--- config.mk ---
export PLATFORM = sky130hd
export DESIGN_NAME = sccb_slave_regfile
export DESIGN_NICKNAME = d
export VERILOG_FILES = /design/src/rtl/sccb_slave_regfile.sv
export SDC_FILE = /design/constraint.sdc
export NUM_CORES = 1
export LEC_CHECK = 0
export CORE_MARGIN = 1.5
export CORE_UTILIZATION = 30
export CTS_CLUSTER_SIZE = 20
export DETAILED_ROUTE_END_ITERATION = 12
export PLACE_DENSITY = 0.51
export SYNTH_ARGS = -nofsm -noshare
export SYNTH_HDL_FRONTEND = slang
export SYNTH_SLANG_ARGS = --single-unit
--- constraint.sdc ---
create_clock -name PCLK -period 4.6 [get_ports PCLK]
set_input_delay 1.15 -clock PCLK [delete_from_list [all_inputs] [get_ports PCLK]]
set_output_delay 1.15 -clock PCLK [all_outputs]
set_load 0.02 [all_outputs]
--- src/rtl/sccb_slave_regfile.sv ---
// SCCB/I2C target holding a 2^REG_AW x 8 register file (camera-sensor config port emulation).
// SCL/SDA are oversampled on PCLK; SDAO is an open-drain style drive (0 pulls low, 1 releases).
module sccb_slave_regfile #(
    parameter logic [6:0] SLAVE_ADDR    = 7'h21,
    parameter int         GLITCHREG_NUM = 3,
    parameter int         REG_AW        = 4
) (
    input  logic       PCLK,
    input  logic       PRESETN,
    input  logic       SCLI,
    input  logic       SDAI,
    output logic       SDAO,
    output logic       WR_STB,
    output logic [7:0] WR_ADDR,
    output logic [7:0] WR_DATA,
    output logic       BUSY
);
    localparam int NREGS = 1 << REG_AW;

    typedef enum logic [3:0] {
        ST_IDLE,
        ST_ADDR,
        ST_ADDR_ACK,
        ST_SUB,
        ST_SUB_ACK,
        ST_WDATA,
        ST_WDATA_ACK,
        ST_EXTRA,
        ST_RDATA,
        ST_RACK,
        ST_IGNORE
    } state_t;

    logic [1:0]               scl_sync_q, sda_sync_q;
    logic [GLITCHREG_NUM-1:0] scl_hist_q, sda_hist_q;
    logic                     scl_f_q, sda_f_q, scl_prev_q, sda_prev_q;

    // Idle bus is high, so every conditioning stage resets to 1 to avoid a false START.
    always_ff @(posedge PCLK or negedge PRESETN) begin
        if (!PRESETN) begin
            scl_sync_q <= 2'b11;
            sda_sync_q <= 2'b11;
            scl_hist_q <= '1;
            sda_hist_q <= '1;
            scl_f_q    <= 1'b1;
            sda_f_q    <= 1'b1;
            scl_prev_q <= 1'b1;
            sda_prev_q <= 1'b1;
        end else begin
            scl_sync_q <= {scl_sync_q[0], SCLI};
            sda_sync_q <= {sda_sync_q[0], SDAI};
            scl_hist_q <= {scl_hist_q[GLITCHREG_NUM-2:0], scl_sync_q[1]};
            sda_hist_q <= {sda_hist_q[GLITCHREG_NUM-2:0], sda_sync_q[1]};
            if (&scl_hist_q)       scl_f_q <= 1'b1;
            else if (~|scl_hist_q) scl_f_q <= 1'b0;
            if (&sda_hist_q)       sda_f_q <= 1'b1;
            else if (~|sda_hist_q) sda_f_q <= 1'b0;
            scl_prev_q <= scl_f_q;
            sda_prev_q <= sda_f_q;
        end
    end

    logic scl_rise, scl_fall, bus_start, bus_stop;
    assign scl_rise  =  scl_f_q & ~scl_prev_q;
    assign scl_fall  = ~scl_f_q &  scl_prev_q;
    assign bus_start =  scl_f_q &  scl_prev_q &  sda_prev_q & ~sda_f_q;
    assign bus_stop  =  scl_f_q &  scl_prev_q & ~sda_prev_q &  sda_f_q;

    state_t     state_q, state_d;
    logic [3:0] bit_cnt_q, bit_cnt_d;
    logic       ph_q, ph_d;
    logic [7:0] sr_q, sr_d;
    logic [7:0] tx_q, tx_d;
    logic [7:0] ptr_q, ptr_d;
    logic       sdao_q, sdao_d;
    logic       busy_q, busy_d;
    logic       wr_stb_q, wr_stb_d;
    logic [7:0] wr_addr_q, wr_addr_d;
    logic [7:0] wr_data_q, wr_data_d;
    logic       rf_we;
    logic [7:0] regs_q [NREGS];

    logic [7:0] byte_in;
    logic       ptr_in_range;
    logic [7:0] rd_byte;

    assign byte_in      = {sr_q[6:0], sda_f_q};
    assign ptr_in_range = (ptr_q >> REG_AW) == 8'd0;
    assign rd_byte      = ptr_in_range ? regs_q[ptr_q[REG_AW-1:0]] : 8'h00;

    always_ff @(posedge PCLK or negedge PRESETN) begin
        if (!PRESETN) begin
            state_q   <= ST_IDLE;
            bit_cnt_q <= '0;
            ph_q      <= 1'b0;
            sr_q      <= '0;
            tx_q      <= '0;
            ptr_q     <= '0;
            sdao_q    <= 1'b1;
            busy_q    <= 1'b0;
            wr_stb_q  <= 1'b0;
            wr_addr_q <= '0;
            wr_data_q <= '0;
        end else begin
            state_q   <= state_d;
            bit_cnt_q <= bit_cnt_d;
            ph_q      <= ph_d;
            sr_q      <= sr_d;
            tx_q      <= tx_d;
            ptr_q     <= ptr_d;
            sdao_q    <= sdao_d;
            busy_q    <= busy_d;
            wr_stb_q  <= wr_stb_d;
            wr_addr_q <= wr_addr_d;
            wr_data_q <= wr_data_d;
        end
    end

    always_ff @(posedge PCLK or negedge PRESETN) begin
        if (!PRESETN) begin
            for (int i = 0; i < NREGS; i++) regs_q[i] <= '0;
        end else if (rf_we) begin
            regs_q[ptr_q[REG_AW-1:0]] <= byte_in;
        end
    end

    // ph_q splits each ACK slot: first SCL fall starts the drive, second fall ends it.
    always_comb begin
        state_d   = state_q;
        bit_cnt_d = bit_cnt_q;
        ph_d      = ph_q;
        sr_d      = sr_q;
        tx_d      = tx_q;
        ptr_d     = ptr_q;
        sdao_d    = sdao_q;
        busy_d    = busy_q;
        wr_stb_d  = 1'b0;
        wr_addr_d = wr_addr_q;
        wr_data_d = wr_data_q;
        rf_we     = 1'b0;

        if (bus_start) begin
            state_d   = ST_ADDR;
            bit_cnt_d = '0;
            ph_d      = 1'b0;
            sdao_d    = 1'b1;
        end else if (bus_stop) begin
            state_d   = ST_IDLE;
            bit_cnt_d = '0;
            ph_d      = 1'b0;
            sdao_d    = 1'b1;
            busy_d    = 1'b0;
        end else begin
            case (state_q)
                ST_ADDR, ST_SUB, ST_WDATA: begin
                    if (scl_rise) begin
                        sr_d      = byte_in;
                        bit_cnt_d = bit_cnt_q + 4'd1;
                        if (bit_cnt_q == 4'd7) begin
                            bit_cnt_d = '0;
                            ph_d      = 1'b0;
                            case (state_q)
                                ST_ADDR: begin
                                    if (byte_in[7:1] == SLAVE_ADDR) begin
                                        state_d = ST_ADDR_ACK;
                                        busy_d  = 1'b1;
                                    end else begin
                                        state_d = ST_IGNORE;
                                        busy_d  = 1'b0;
                                    end
                                end
                                ST_SUB: begin
                                    ptr_d   = byte_in;
                                    state_d = ST_SUB_ACK;
                                end
                                default: begin
                                    if (ptr_in_range) begin
                                        rf_we     = 1'b1;
                                        wr_stb_d  = 1'b1;
                                        wr_addr_d = ptr_q;
                                        wr_data_d = byte_in;
                                    end
                                    state_d = ST_WDATA_ACK;
                                end
                            endcase
                        end
                    end
                end
                ST_ADDR_ACK, ST_SUB_ACK, ST_WDATA_ACK: begin
                    if (scl_fall) begin
                        if (!ph_q) begin
                            sdao_d = 1'b0;
                            ph_d   = 1'b1;
                        end else begin
                            ph_d   = 1'b0;
                            sdao_d = 1'b1;
                            case (state_q)
                                ST_ADDR_ACK: begin
                                    if (sr_q[0]) begin
                                        state_d = ST_RDATA;
                                        tx_d    = rd_byte;
                                        sdao_d  = rd_byte[7];
                                    end else begin
                                        state_d = ST_SUB;
                                    end
                                end
                                ST_SUB_ACK: state_d = ST_WDATA;
                                default:    state_d = ST_EXTRA;
                            endcase
                        end
                    end
                end
                ST_EXTRA: begin
                    // Surplus bytes are clocked through (8 data + released 9th) and dropped.
                    if (scl_rise) begin
                        bit_cnt_d = (bit_cnt_q == 4'd8) ? 4'd0 : bit_cnt_q + 4'd1;
                    end
                end
                ST_RDATA: begin
                    if (scl_rise) begin
                        bit_cnt_d = bit_cnt_q + 4'd1;
                    end
                    if (scl_fall) begin
                        if (bit_cnt_q == 4'd8) begin
                            sdao_d    = 1'b1;
                            state_d   = ST_RACK;
                            bit_cnt_d = '0;
                            ph_d      = 1'b0;
                        end else begin
                            tx_d   = {tx_q[6:0], 1'b0};
                            sdao_d = tx_q[6];
                        end
                    end
                end
                ST_RACK: begin
                    if (scl_rise) begin
                        if (sda_f_q) state_d = ST_IGNORE;
                        else         ph_d    = 1'b1;
                    end else if (scl_fall && ph_q) begin
                        ph_d    = 1'b0;
                        tx_d    = rd_byte;
                        sdao_d  = rd_byte[7];
                        state_d = ST_RDATA;
                    end
                end
                default: ;
            endcase
        end
    end

    assign SDAO    = sdao_q;
    assign WR_STB  = wr_stb_q;
    assign WR_ADDR = wr_addr_q;
    assign WR_DATA = wr_data_q;
    assign BUSY    = busy_q;

endmodule

# Word level (Yosys, flattened, before mapping)

Cells that the tools add are included.

Bits in registers: 192
Input bits: 4
Output and inout bits: 19
Logic and storage cells: 196

Add/sub/neg operators: 1
$lt $le $gt $ge: 2
Equal/unequal tests: 34
Muxes and demuxes: 82
Bitwise logic cells: 15
Reduce and logical (&&, ||, !) cells: 27

Operators with widths:

| operator                                                         | number |
|---|---|
| 128-bit bitwise mux                                              | 1 |
| 4-bit two-way mux                                                | 22 |
| 7-bit two-way mux                                                | 8 |
| 1-bit two-way mux                                                | 38 |
| 4-bit != test (second input constant)                            | 9 |
| 8-bit binary-select mux with 4-bit select                        | 1 |
| 8-bit demux with 4-bit select                                    | 1 |
| 8-bit two-way mux                                                | 4 |
| 7-bit one-hot mux with 3 select lines                            | 1 |
| 4-bit by 3-bit == test with 1-bit output (second input constant) | 5 |
| 2-bit != test (second input constant)                            | 10 |
| 4-bit one-hot mux with 2 select lines                            | 2 |
| 4-bit one-hot mux with 4 select lines                            | 1 |
| 5-bit != test (second input constant)                            | 3 |
| 4-bit == test (second input constant)                            | 3 |
| 4-bit one-hot mux with 3 select lines                            | 1 |
| 3-bit OR reduction                                               | 4 |
| 11-bit AND reduction                                             | 1 |
| 5-bit AND reduction                                              | 2 |
| 5-bit nonzero test                                               | 2 |
| 3-bit AND reduction                                              | 3 |
| 9-bit AND reduction                                              | 1 |
| 4-bit by 2-bit == test with 1-bit output (second input constant) | 2 |
| 8-bit zero test                                                  | 1 |
| other kinds (19)                                                 | 35 |

# Longest topological paths before layout

Gate-level depths: netlist (run 1).

Depth after elaboration: 12
Gate-level depth with buffers: 9
Mapped depth without buffers: 8

# Least setup slack after synthesis (run 1)

Ideal clock, no wire load.

Path type: register to register
From: register scl_f_q
To: register regs_q[0] in the netlist's numbering
Library setup time: 0.125 ns
Arrival: 2.526 ns
Required time: 4.475 ns
Path slack: 1.949 ns
Stages on the path, launching flop included: 9
Buffers on the path: 3
Clock period less this slack: 2.651 ns
Path through: dfstp_2 > and2b_1 > buf_4 > nand3_2 > or4_1 > buf_6 > buf_6 > nor3_4 > mux2_2

Word-level cells in the longest chain between the ends: 5
Elaborated cells on any way between the ends: 10
Classes of those cells: 4 x mux; 6 x bitwise

RTL lines:

| what                                           | line       | source |
|---|---|---|
| start, declared                                | 36         | `logic scl_f_q, sda_f_q, scl_prev_q, sda_prev_q;` |
| start signal, assigned                         | 45         | `scl_f_q <= 1'b1;` |
| start signal, assigned                         | 54         | `if (&scl_hist_q) scl_f_q <= 1'b1;` |
| start signal, assigned                         | 55         | `else if (~\|scl_hist_q) scl_f_q <= 1'b0;` |
| 1-bit AND (on tied branches)                   | 64, 66, 67 |  |
| 1-bit two-way mux or 1-bit AND (tied branches) | 156, 67    |  |
| 1-bit two-way mux or 1-bit AND (tied branches) | 154, 67    |  |
| 1-bit two-way mux                              | 147        | `end else if (bus_stop) begin` |
| 1-bit two-way mux (*)                          | 142        | `if (bus_start) begin` |
| end signal, assigned by index                  | 123        | `regs_q[ptr_q[REG_AW-1:0]] <= byte_in;` |
| end, declared                                  | 81         | `logic [7:0] regs_q [NREGS];` |

Every way passes the cells marked *; elsewhere a longest branch is shown, timed or not.
A chain may end at the register's enable or synchronous reset.

# Worst setup path after layout (run 1)

From: register scl_f_q
To: register regs_q[44] in the netlist's numbering

The elaborated chain is that of the path after synthesis.

==> results of run 1 <==
==> layout by cell type (no fill, tap or decap), types with 5 or more instances in the layout <==
cell type          n
mux2_2           146
mux2i_1           11
nand3_1           15
buf_4             11
inv_1              9
and2_1             5
a22o_1             5
nor2_1            28
clkbuf_16         17
nand2_1           55
inv_8              5
o21ai_0           13
a211oi_1           5
dfstp_2           15
mux4_2            29
nand2b_1           6
clkdlybuf4s50_1   21
a31oi_1            6
nor3_4             6
nor2b_1            6
a21oi_1           15
dfrtp_1          176
==> through the flow <==
step                 util  power (mW)  worst slack (ns)  cell area [sq um]  hold slack [ns]
floorplan               -        2.36              1.95               8850            0.345
global placement    0.327        2.58              1.16               9440            0.347
detailed placement  0.327        2.60              1.09               9440            0.347
CTS                 0.348        4.13              1.09              10000            0.357
global route        0.348        4.30             0.797              10000            0.362
finish              0.348        4.09              1.10              10000            0.354
==> cell families after synthesis <==
group | count (synthesis) | synth area share
flip-flops | 192 | 0.545
multiplexers | 186 | 0.272
AND/OR/NAND/NOR | 152 | 0.0914
AO/OA/AOI/OAI | 75 | 0.0587
buffers and inverters | 60 | 0.0279
XOR/XNOR | 2 | 0.00198
adder cells (fa/ha/maj) | 2 | 0.00283
==> final cells by class <==
class	count	area, sq um
Timing Repair Buffer	33	307
Inverter	9	33.8
Sequential cell	192	4820
Clock inverter	14	166
Clock buffer	18	439
Multi-Input combinational cell	417	3790
Fill cell	2852	18800
Tap cell	384	480
==> sequential cells by signal, indices dropped and copies added (netlist names), 2 cells and up <==
register,cells
sda_sync_q,2
state_q,4
tx_q,7
bit_cnt_q,4
WR_ADDR,8
scl_hist_q,3
regs_q,128
WR_DATA,8
scl_sync_q,2
sda_hist_q,3
ptr_q,8
sr_q,7
==> final timing paths <==
path | to | depth (start not counted) | from
hold / removal | scl_hist_q[0] | 0 | scl_sync_q[1]
min in group asynchronous | ph_q | 1 | PRESETN
setup reg to reg | regs_q[44] | 5 | scl_f_q
setup / recovery | regs_q[44] | 5 | scl_f_q
hold reg to reg | scl_hist_q[0] | 0 | scl_sync_q[1]
max in group asynchronous | sda_hist_q[0] | 2 | PRESETN
==> worst max-delay path, stage by stage (launching register included) <==
cell	delay [ns]
dfstp_2	0.60
and2b_1	0.35
nand3_2	0.29
nor4_2	1.00
nand3_1	0.67
mux2_2	0.47
==> layer usage <==
| layer | global-route usage | share of wire |
|---|---|---|
| met5 | 0 | 0 |
| met4 | 0.0431 | 0.014 |
| met2 | 0.239 | 0.48 |
| met1 | 0.199 | 0.46 |
| met3 | 0.0289 | 0.041 |
==> power groups by stage <==
stage	sequential, mW	clock (mW)	combinational [mW]
2_1_floorplan	1.87	0	0.492
3_3_place_gp	2.10	0	0.474
3_5_place_dp	2.11	0	0.489
4_1_cts	2.08	1.56	0.493
5_1_grt	2.11	1.63	0.559
6_report	2.09	1.51	0.493
==> summary.md, run 1 <==
| Metric | Value |
|---|---|
| Pleak | `4.61 nW` |
| # DRC | `0` |
| Drt via density | `5.16` |
| Syn-to-layout area delta | `13.5%` |
| Synth Cell Area | `8850 sq um` |
| Die W | `175 um` |
| Share of total power in combinational logic | `0.121` |
| Antenna violations before repair | `0` |
| Clock Tree Buf Depth | `2` |
| Post-Route WL | `21.1 mm` |
| Setup crit start kind | `register` |
| Distinct cells, synth | `59` |
| Crit path time final | `3.50 ns` |
| CTS tree | `built` |
| Clk slew on worst S/H paths | `0.07 ns` |
| Slew margin rel. | `0.269` |
| Status | `complete, no violations` |
| Setup TNS | `0 ns` |
| Initial DRC Count | `523` |
| Pint | `2.79 mW` |
| EDFF count, synth | `0` |
| Finish-stage setup viols | `0` |
| Leading cell types by total area after synthesis | `dfrtp_1, mux2_2, mux4_2` |
| Final Wtd Congestion | `0.816` |
| PD cells | `407 nW/um^2` |
| Final slew viol count | `0` |
| Detailed placement HPWL | `13.7 mm` |
| Max_cap viols | `0` |
| Number of buffers created by CTS | `17` |
| Grt total ovfl | `0` |
| DIE AREA | `30500 sq um` |
| Synthesis warning total | `0` |
| Synth area leader | `dfrtp_1` |
| Switch share | `0.319` |
| Row count | `62` |
| Die Span Y | `175 um` |
| Post-route ant nets | `0` |
| Fmax | `0.286 GHz` |
| Peak VDD IR | `0.203 mV` |
| Largest fanout on the critical path | `10` |
| R2R setup slack | `1.10 ns` |
| Synth cell count leaders | `dfrtp_1, mux2_2, nand2_1` |
| CP Data Arrival Time | `3.82 ns` |
| Total core area | `28900 sq um` |
| First-pass GRT wire length | `34.2 mm` |
| Syn Nets | `675` |
| CTS Sinks | `192` |
| Syn Area/Cell | `13.2 sq um` |
| # diodes | `0` |
| Clk_lat worst skew | `0.44 ns` |
| Critical Path End Type | `register` |
| Layout cell share with drive strength beyond 1 | `0.367` |
| Global-route usage over all layers | `0.147` |
| Psw | `1.30 mW` |
| CTS H-Tree Depth | `4` |
| Post-Syn Instances | `669` |
| Worst Path Required | `4.92 ns` |
| Share of the yosys chip area belonging to registers | `0.545` |
| Initial cell density of the core | `0.307` |
| Skew final | `0.0139 ns` |
| Post-synth top area share | `0.501` |
| Hold_buf cts | `0` |
| Critical path type | `reg -> reg` |
| Post-CTS Setup Repair Bufs | `0` |
| Avg WL per Cell | `19.8 um` |
| Count leader, synth | `dfrtp_1` |
| 1st-pass router iterations | `5` |
| Final Hold Viols | `0` |
| Total Nets Final | `676` |
| Reg power frac | `0.510` |
| Resized Gates After CTS | `0` |
| Root buffer cell | `clkbuf_16` |
| Post-synth top flop | `dfrtp_1` |
| Placed cells | `1035` |
| RSZ-0062 raised after global routing | `no` |
| Power share of the clock group | `0.369` |
| IO buf count | `22` |
| Fin cells | `1067` |
| Yosys reg bits | `192` |
| Fin crit share | `0.761` |
| Hold Path Class | `reg -> reg` |
| Worst slew pin tran | `1.09 ns` |
| Largest net degree at the start of global routing | `115` |
| Vias in the first global route | `5707` |
| I/O pin total | `23` |
| Via Count | `5503` |
| Post-synth ARST share | `1.00` |
(Power assumes the default switching activity.)
==> inputs of run 2 (changes only) <==
Clock period 4.6 ns to 3.4 ns, I/O delays scaled along.
==> run 2 against run 1 <==
Net effect:
- routed wire length about the same
- die area unchanged
- total power increased by 36%
- worst hold slack improved by 0.0018 ns
- clock skew decreased by 0.0033 ns
- flip-flop and latch count unchanged
- cell count increased by 1.2%
- non-clock buffer count increased by 13
- count of clock-buffer cells in the layout unchanged
- global-route usage about the same
- critical endpoint is now regs_q[23]
- largest cell class unchanged
- largest power group unchanged
==> summary.md, run 2 (synthesis gave the netlist of run 1 again) <==
| Metric | Value |
|---|---|
| IO buf count | `22` |
| Slew margin rel. | `0.399` |
| Largest net degree at the start of global routing | `86` |
| Hold Path Class | `reg -> reg` |
| R2R setup slack | `0.28 ns` |
| Setup WS post-layout | `0.284 ns` |
| Hold path depth | `0` |
| Total core area | `28900 sq um` |
| Critical path type | `reg -> reg` |
| Worst slew pin tran | `0.901 ns` |
| CTS Sinks | `192` |
| Avg WL per Cell | `19.6 um` |
| Max reg flops | `128` |
| Most flops, register | `regs_q` |
| Setup TNS | `0 ns` |
| Status | `complete, no violations` |
| Placed cells | `1048` |
| Die W | `175 um` |
| Global-route usage over all layers | `0.147` |
| Antenna violations before repair | `0` |
| Initial cell density of the core | `0.307` |
| Total Nets Final | `689` |
| Resized Gates After CTS | `0` |
| Syn-to-layout area delta | `14.8%` |
| Clk_lat worst skew | `0.43 ns` |
| Crit path time final | `3.12 ns` |
| Hold path start | `scl_sync_q[0]` |
| Vias in the first global route | `5887` |
| Hold_buf cts | `0` |
| Fin crit share | `0.916` |
| Max_cap viols | `0` |
| 1st-pass router iterations | `5` |
| Total design power | `5.58 mW` |
| Most common cell after layout, fill and taps aside | `dfrtp_1` |
| Post-route ant nets | `0` |
| CP Data Arrival Time | `3.43 ns` |
| Fin cells | `1080` |
| R2r worst-path depth | `5` |
| Clk slew on worst S/H paths | `0.07 ns` |
| R2R Path Start | `scl_f_q` |
| Fin area | `10200 sq um` |
| Initial DRC Count | `522` |
| Peak VDD IR | `0.304 mV` |
| PD cells | `549 nW/um^2` |
| Post-CTS Setup Repair Bufs | `0` |
| Finish-stage setup viols | `0` |
| Worst hold slack | `0.356 ns` |
| Post-Route WL | `21.1 mm` |
| First-pass GRT wire length | `34.5 mm` |
| DIE AREA | `30500 sq um` |
| Pleak | `4.67 nW` |
| Number of buffers created by CTS | `17` |
| # diodes | `0` |
| Final slew viol count | `0` |
| Clock Tree Buf Depth | `2` |
| Dpl ws | `0.276 ns` |
| CTS H-Tree Depth | `4` |
| I/O pin total | `23` |
| Skew final | `0.0105 ns` |
| RSZ-0062 raised after global routing | `no` |
| Row count | `62` |
| Final Hold Viols | `0` |
| Critical Path End Type | `register` |
| Largest fanout on the critical path | `10` |
| Fin util | `0.352` |
| Worst Path Required | `3.71 ns` |
| Commonest non-fill, non-tap cells in the layout | `dfrtp_1, mux2_2, nand2_1, mux4_2, nor2_1` |
| # DRC | `0` |
| Final Wtd Congestion | `0.860` |
| Capture point of the worst reg-to-reg path | `regs_q[23]` |
| Via Count | `5531` |
| CTS tree | `built` |
| Fmax | `0.321 GHz` |
| Setup crit start kind | `register` |
| Die Span Y | `175 um` |
| Layout cell share with drive strength beyond 1 | `0.379` |
| Root buffer cell | `clkbuf_16` |
| Worst Hold Path EP | `scl_sync_q[1]` |
| Drt via density | `5.12` |
| Detailed placement HPWL | `14.0 mm` |
| Grt total ovfl | `0` |
| Post-DP Area | `9550 sq um` |
## run 2: how the worst max path moves through the flow
stage / cells after the start / endpoint / slack [ns] / start
6_report: 5 / regs_q[23] / 0.28 / scl_f_q
5_1_grt: 5 / regs_q[85] / 0.14 / scl_f_q
4_1_cts: 5 / regs_q[23] / 0.27 / scl_f_q
3_5_place_dp: 5 / regs_q[23] / 0.28 / scl_f_q
3_3_place_gp: 4 / regs_q[82] / 0.34 / ptr_q[5]
2_1_floorplan: 8 / regs_q[0] / 0.75 / scl_f_q
## run 2: final cells by class
type                            count  area (sq um)
Fill cell                        2805         18700
Clock buffer                       18           439
Timing Repair Buffer               46           417
Multi-Input combinational cell    417          3790
Tap cell                          384           480
Clock inverter                     14           168
Inverter                            9          33.8
Sequential cell                   192          4820
## run 2: power breakdown
part / switching, mW / total, mW / internal [mW]
logic: 0.530 / 0.854 / 0.324
registers: 0.251 / 2.66 / 2.41
clock network: 0.932 / 2.06 / 1.13
## run 2: per-layer routing
metal	track usage	share of wire	vias up
li1	-	-	2476
met1	0.199	0.47	2909
met2	0.238	0.48	124
met3	0.0300	0.035	22
met4	0.0420	0.017	0
met5	0	0	-
## run 2: worst max-delay path: stages, from the launching register on
cell,delay (ns)
dfstp_2,0.60
and2b_1,0.34
nand3_2,0.13
or4_1,0.90
nor3_4,0.60
mux2_2,0.40
